`config.mk`:
```
export PLATFORM = sky130hd
export DESIGN_NAME = dmem_arbiter
export DESIGN_NICKNAME = d
export VERILOG_FILES = /design/src/rtl/dmem_arbiter.sv
export SDC_FILE = /design/constraint.sdc
export NUM_CORES = 1
export LEC_CHECK = 0
export ABC_AREA = 1
export CAP_MARGIN = 20
export CORE_AREA = 2 2 121 123
export CTS_CLUSTER_DIAMETER = 80
export DETAILED_ROUTE_END_ITERATION = 16
export DIE_AREA = 0 0 123 125
export PLACE_DENSITY = 0.49
export REMOVE_ABC_BUFFERS = 1
export SKIP_LAST_GASP = 1
export SLEW_MARGIN = 0
export SYNTH_ARGS = -nofsm -noshare
export SYNTH_HDL_FRONTEND = slang
export SYNTH_SLANG_ARGS = --single-unit
```
`constraint.sdc`:
```
create_clock -name clk -period 1.6 [get_ports clk]
set_input_delay 0.4 -clock clk [delete_from_list [all_inputs] [get_ports clk]]
set_output_delay 0.4 -clock clk [all_outputs]
set_load 0.01 [all_outputs]
```
`src/rtl/dmem_arbiter.sv`:
```
// dmem_arbiter: round-robin share of the single data-memory port between the core LSU and the debug/loader port.
// Latency: stores complete in the grant cycle; load data returns on <owner>_rvalid exactly 1 cycle after gnt.
// Backpressure: the losing requester (and both during the load-return cycle) sees gnt low and holds its request.
module dmem_arbiter #(
  parameter int ADDR_W = 32,
  parameter int DATA_W = 32
) (
  input  logic                clk,
  input  logic                reset,
  // core load/store path
  input  logic                core_req,
  input  logic                core_we,
  input  logic [ADDR_W-1:0]   core_addr,
  input  logic [DATA_W-1:0]   core_wdata,
  input  logic [DATA_W/8-1:0] core_mask,
  output logic                core_gnt,
  output logic                core_rvalid,
  output logic [DATA_W-1:0]   core_rdata,
  // debug/loader path
  input  logic                dbg_req,
  input  logic                dbg_we,
  input  logic [ADDR_W-1:0]   dbg_addr,
  input  logic [DATA_W-1:0]   dbg_wdata,
  input  logic [DATA_W/8-1:0] dbg_mask,
  output logic                dbg_gnt,
  output logic                dbg_rvalid,
  output logic [DATA_W-1:0]   dbg_rdata,
  // data memory port
  output logic                mem_cs,
  output logic                mem_wr,
  output logic [ADDR_W-1:0]   mem_addr,
  output logic [DATA_W-1:0]   mem_wdata,
  output logic [DATA_W/8-1:0] mem_mask,
  input  logic [DATA_W-1:0]   mem_rdata
);

  typedef enum logic {IDLE, RD_WAIT} state_e;

  state_e state_q, state_d;
  logic   prio_q, prio_d;          // 0: core wins a tie, 1: dbg wins a tie
  logic   rd_owner_q, rd_owner_d;  // 0: core, 1: dbg owns the outstanding load
  logic   pick_dbg;
  logic   win_we;

  // Grant selection, memory-port muxing and load-return steering.
  // Reset gates every output so nothing leaks while the flops are being cleared.
  always_comb begin
    state_d     = state_q;
    prio_d      = prio_q;
    rd_owner_d  = rd_owner_q;
    core_gnt    = 1'b0;
    dbg_gnt     = 1'b0;
    core_rvalid = 1'b0;
    dbg_rvalid  = 1'b0;
    core_rdata  = '0;
    dbg_rdata   = '0;
    mem_cs      = 1'b0;
    mem_wr      = 1'b0;
    mem_addr    = '0;
    mem_wdata   = '0;
    mem_mask    = '0;
    pick_dbg    = dbg_req && (!core_req || prio_q);
    win_we      = pick_dbg ? dbg_we : core_we;

    if (!reset) begin
      case (state_q)
        IDLE: begin
          if (core_req || dbg_req) begin
            core_gnt  = !pick_dbg;
            dbg_gnt   = pick_dbg;
            mem_cs    = 1'b1;
            mem_wr    = win_we;
            mem_addr  = pick_dbg ? dbg_addr  : core_addr;
            mem_wdata = pick_dbg ? dbg_wdata : core_wdata;
            mem_mask  = pick_dbg ? dbg_mask  : core_mask;
            // The side just served goes to the back of the line.
            prio_d    = !pick_dbg;
            if (!win_we) begin
              rd_owner_d = pick_dbg;
              state_d    = RD_WAIT;
            end
          end
        end
        RD_WAIT: begin
          // Memory returns read data now; no new access may start this cycle.
          if (rd_owner_q) begin
            dbg_rvalid = 1'b1;
            dbg_rdata  = mem_rdata;
          end else begin
            core_rvalid = 1'b1;
            core_rdata  = mem_rdata;
          end
          state_d = IDLE;
        end
        default: state_d = IDLE;
      endcase
    end
  end

  // State, round-robin pointer and load owner registers.
  always_ff @(posedge clk) begin
    if (reset) begin
      state_q    <= IDLE;
      prio_q     <= 1'b0;
      rd_owner_q <= 1'b0;
    end else begin
      state_q    <= state_d;
      prio_q     <= prio_d;
      rd_owner_q <= rd_owner_d;
    end
  end

endmodule

```
=== Yosys cells after proc, flatten, opt, wreduce, memory -nomap -nowiden ===
Index checks and enable logic that the tools add are counted.

* Flip-flop bits (word level): 3
* Latch bits: 0
* RAM bits: 0
* Bits in read-only memories: 0
* Input bits: 174
* Memories: 0

* $add $sub $neg: 0
* Multiply operators: 0
* Div/mod/pow operators: 0
* Order comparisons: 0
* Equal/unequal tests: 0
* Shifts and indexed selects: 0
* Muxes and demuxes: 40
* Bitwise gates (word level): 2
* Reductions and logical operators: 7

{| class="wikitable"
|+ Operator list
! cell !! count
|-
| $mux 32 || 14
|-
| $mux 1 || 21
|-
| $mux 4 || 4
|-
| $reduce_and 3->1 || 1
|-
| $logic_not 1->1 || 2
|-
| $logic_or 1x1->1 || 2
|-
| $not 1->1 || 2
|-
| $pmux 1 s2 || 1
|-
| $reduce_and 2->1 || 1
|-
| $logic_and 1x1->1 || 1
|}

=== Logic depth before layout (Yosys ltp) ===
Gate-level depths: netlist of run 1.

* Word-level depth: 7
* Gate-level depth with buffers: 8
* Depth with buffers taken out: 7

=== Worst setup path after synthesis of run 1 ===
OpenSTA, ideal clock, no wires.

* Path type: input to output
* From: input core_req
* To: output mem_wdata[14]
* Arrival time: 1.125 ns
* Required time: 1.200 ns
* Slack: 0.075 ns
* Cell stages on the path: 7
* Buffers on the path: 2
* Path through: nand2_1 > nand2_2 > inv_2 > buf_6 > buf_6 > nor2_1 > nor2_1

* Longest elaborated chain between the ends: 7
* Elaborated cells between the ends (all ways): 8
* Those cells by class: 4 x mux; 4 x reduce/logical

{| class="wikitable"
|+ Ends and longest elaborated chain
! element !! RTL line !! source
|-
| start: declaration || 11 || <nowiki>input logic core_req,</nowiki>
|-
| $logic_not 1->1 || 62 || <nowiki>pick_dbg = dbg_req && (!core_req || prio_q);</nowiki>
|-
| $logic_or 1x1->1 || 62 ||
|-
| $logic_and 1x1->1 || 62 ||
|-
| $mux 32 || 74 || <nowiki>mem_wdata = pick_dbg ? dbg_wdata : core_wdata;</nowiki>
|-
| $mux 32 (*) || 68 || <nowiki>if (core_req || dbg_req) begin</nowiki>
|-
| $mux 32 (*) || 66 || <nowiki>case (state_q)</nowiki>
|-
| $mux 32 (*) || 65 || <nowiki>if (!reset) begin</nowiki>
|-
| end: declaration || 32 || <nowiki>output logic [DATA_W-1:0] mem_wdata,</nowiki>
|}

Mark *: on every way between the ends. The rest lies on a longest branch, timed or not.

=== Worst setup path in the final report of run 1 ===
* From: register state_q
* To: output core_rdata[0]

* Longest elaborated chain between the ends: 2

{| class="wikitable"
|+ Ends and longest elaborated chain
! element !! RTL line !! source
|-
| start: declaration || 39 || <nowiki>state_e state_q, state_d;</nowiki>
|-
| start signal: assignment || 107 || <nowiki>state_q <= state_d;</nowiki>
|-
| $mux 32 || 66 ||
|-
| $mux 32 || 65 ||
|-
| end: declaration || 18 || <nowiki>output logic [DATA_W-1:0] core_rdata,</nowiki>
|}

Every way passes these cells.

==> impl_metrics.env, run 1 <==
export IMPL_die_h_um=125
export IMPL_reg2reg_slack_ps=250
export IMPL_place_congestion=0.868
export IMPL_wire_per_inst_um=17.2
export IMPL_status="finished with violations"
export IMPL_synth_top_area_share=0.446
export IMPL_n_antenna_cell=0
export IMPL_hold_violations=0
export IMPL_drt_pre_antenna_iters=4
export IMPL_grt_usage=0.178
export IMPL_tns_ps=-32210
export IMPL_slew_headroom=0.855
export IMPL_rsz0062_at_grt="true"
export IMPL_clock_fmax_mhz=502
export IMPL_crit_required_ps=1200
export IMPL_criticalPathCategory="reg -> out"
export IMPL_setup_slack_ps=-394
export IMPL_critical_path_max_fanout=8
export IMPL_antenna_left=0
export IMPL_report_power_total_uw=2340
export IMPL_dpl_hpwl_mm=9.63
export IMPL_vias=3800
export IMPL_first_iter_violations=107
export IMPL_syn_cell_area_mm2=0.00162
export IMPL_core_region_area_mm2=0.0142
export IMPL_overflow=0
export IMPL_p_leak_uw=0.00300
export IMPL_die_x_um=123
export IMPL_die_area_mm2=0.0154
export IMPL_maxCapViolations=0
export IMPL_cts_buffer_depth=2
export IMPL_root_buffer="clkbuf_16"
export IMPL_synthCells=359
export IMPL_layout_drive_gt1_share=0.498
export IMPL_drc=0
export IMPL_rows=44
export IMPL_synth_top_area_cell="nor2_1"
export IMPL_ir_drop_v=0.000334
export IMPL_avgViaCountPerCell=4.14
export IMPL_ys_types=19
export IMPL_crit_arrival_ps=1590
export IMPL_grt_pass1_vias=3796
export IMPL_holdWs_ps=471
export IMPL_clk_latency_ps=220
export IMPL_clk_pin_slew_ps=30
export IMPL_wirelength_mm=15.8
export IMPL_synth_edff_count=0
export IMPL_synthArstFlopShare=0
export IMPL_p_per_area_mw_per_mm2=353
export IMPL_worst_pin_slew_ps=217
export IMPL_initial_core_util=0.114
export IMPL_cts_hold_fix_buffers=0
export IMPL_grt_max_degree=20
export IMPL_io_pins=312
export IMPL_final_nets=908
export IMPL_synthMostInstantiatedCell="nor2_1"
export IMPL_finalClockSkew_ps=0.160
export IMPL_area_growth_pct=309
export IMPL_start_kind="register"
export IMPL_cts_max_level=1
export IMPL_clock_sinks=3
export IMPL_synth_area_top_cells="nor2_1 45%, o21ai_0 18%, inv_1 9.3%"
export IMPL_seq_area_frac_synth=0.0372
export IMPL_post_route_min_period_ps=1990
export IMPL_ys_ff_latch=3
export IMPL_yosys_warnings=0
export IMPL_antenna_found_initial=1
export IMPL_final_max_slew_viol_count=0
export IMPL_min_path_type="reg -> reg"
export IMPL_synth_area_per_cell_um2=4.50
export IMPL_end_kind="output port"
export IMPL_fin_crit_sh=1.25
export IMPL_violations="negative setup slack"
export IMPL_port_buffer_count=311
export IMPL_synthFlopType="dfxtp_1"
export IMPL_setup_viol_count_final=138
export IMPL_synthTopCellsByCount="192 x nor2_1, 58 x o21ai_0, 40 x inv_1"
export IMPL_grt_pass1_wl_mm=20.9
export IMPL_numCtsBuffers=3
export IMPL_cts_tree="done"
flip-flops by register name, summed over array words and instances (netlist names):
signal,cells
prio_q,1
rd_owner_q,1
state_q,1
stage by stage:
stage                util  setup WS [ps]  cell area (um^2)  instances
CTS                 0.414           -332              5870        902
floorplan               -           -844              1460        332
detailed placement  0.360          -1150              5120        855
finish              0.466           -394              6610        917
global route        0.466           -436              6610        917
global placement    0.360          -1170              5120        855
cell type report:
type	instances	area, um^2
Sequential cell	3	63.8
Timing Repair Buffer	397	4160
Multi-Input combinational cell	288	1910
Inverter	41	174
Clock buffer	4	78.8
Tap cell	184	230
Fill cell	1355	7590
routing by layer:
metal	GRT usage	wire length, um	part of all wire	vias to the layer above
li1	-	-	-	1859
met1	0.165	5130	0.32	1707
met2	0.370	8680	0.55	210
met3	0.0474	1540	0.098	22
met4	0.0388	425	0.027	2
met5	0	13	0.00082	-
cells in the final DEF (no fill, tap or decap):
cell type	count
o21ai_1	8
a21oi_2	1
buf_2	82
buf_6	75
clkbuf_1	1
nor2_1	130
nand2_4	1
buf_12	16
nand3_1	2
clkdlybuf4s50_1	170
inv_8	1
clkbuf_16	7
inv_6	1
buf_4	27
bufbuf_16	2
o21ai_2	41
nand2_8	2
inv_4	1
o21ai_4	6
inv_2	3
inv_1	34
clkbuf_2	1
o21ai_0	13
nor2_4	53
buf_8	2
clkinv_4	1
nand2_1	8
nor3_4	2
clkdlybuf4s15_2	1
nor2_2	19
dfxtp_2	3
buf_16	17
a21oi_1	2
cell families (layout without fill, tap and decap cells):
family	Yosys count	after routing	share of synthesized area
simple gates	217	217	0.530
compound gates	71	71	0.243
flops	3	3	0.0372
buf+inv	68	442	0.190
worst max-delay path, stage by stage (launching register included):
cell and delay (ps):
dfxtp_2 340, inv_2 60, buf_6 110, nor3_4 220, inv_4 100, bufbuf_16 290
nor2_1 100, buf_2 140
power by group:
part | total [uW] | switching (uW) | internal, uW
combinational | 1850 | 793 | 1050
clock | 403 | 73.6 | 329
sequential | 87.9 | 5.26 | 82.7
worst paths after layout:
kind / start / end / cells past startpoint
setup / recovery: state_q / core_rdata[0] / 7
hold / removal: prio_q / prio_q / 2
setup reg to reg: prio_q / rd_owner_q / 10
hold reg to reg: prio_q / prio_q / 2
what timing repair did:
action                     CTS  global route
resized for setup          695           198
setup endpoints to repair  140           138
pin swaps                   24            45
setup buffers               23            13
cloned                      20             5
(Power assumes the default switching activity.)
==> inputs of run 2 (changes only) <==
- GPL_ROUTABILITY_DRIVEN: not set -> 0
==> results of run 2 <==
Same layout as run 1: the final DEF is identical, and so are final timing and power.
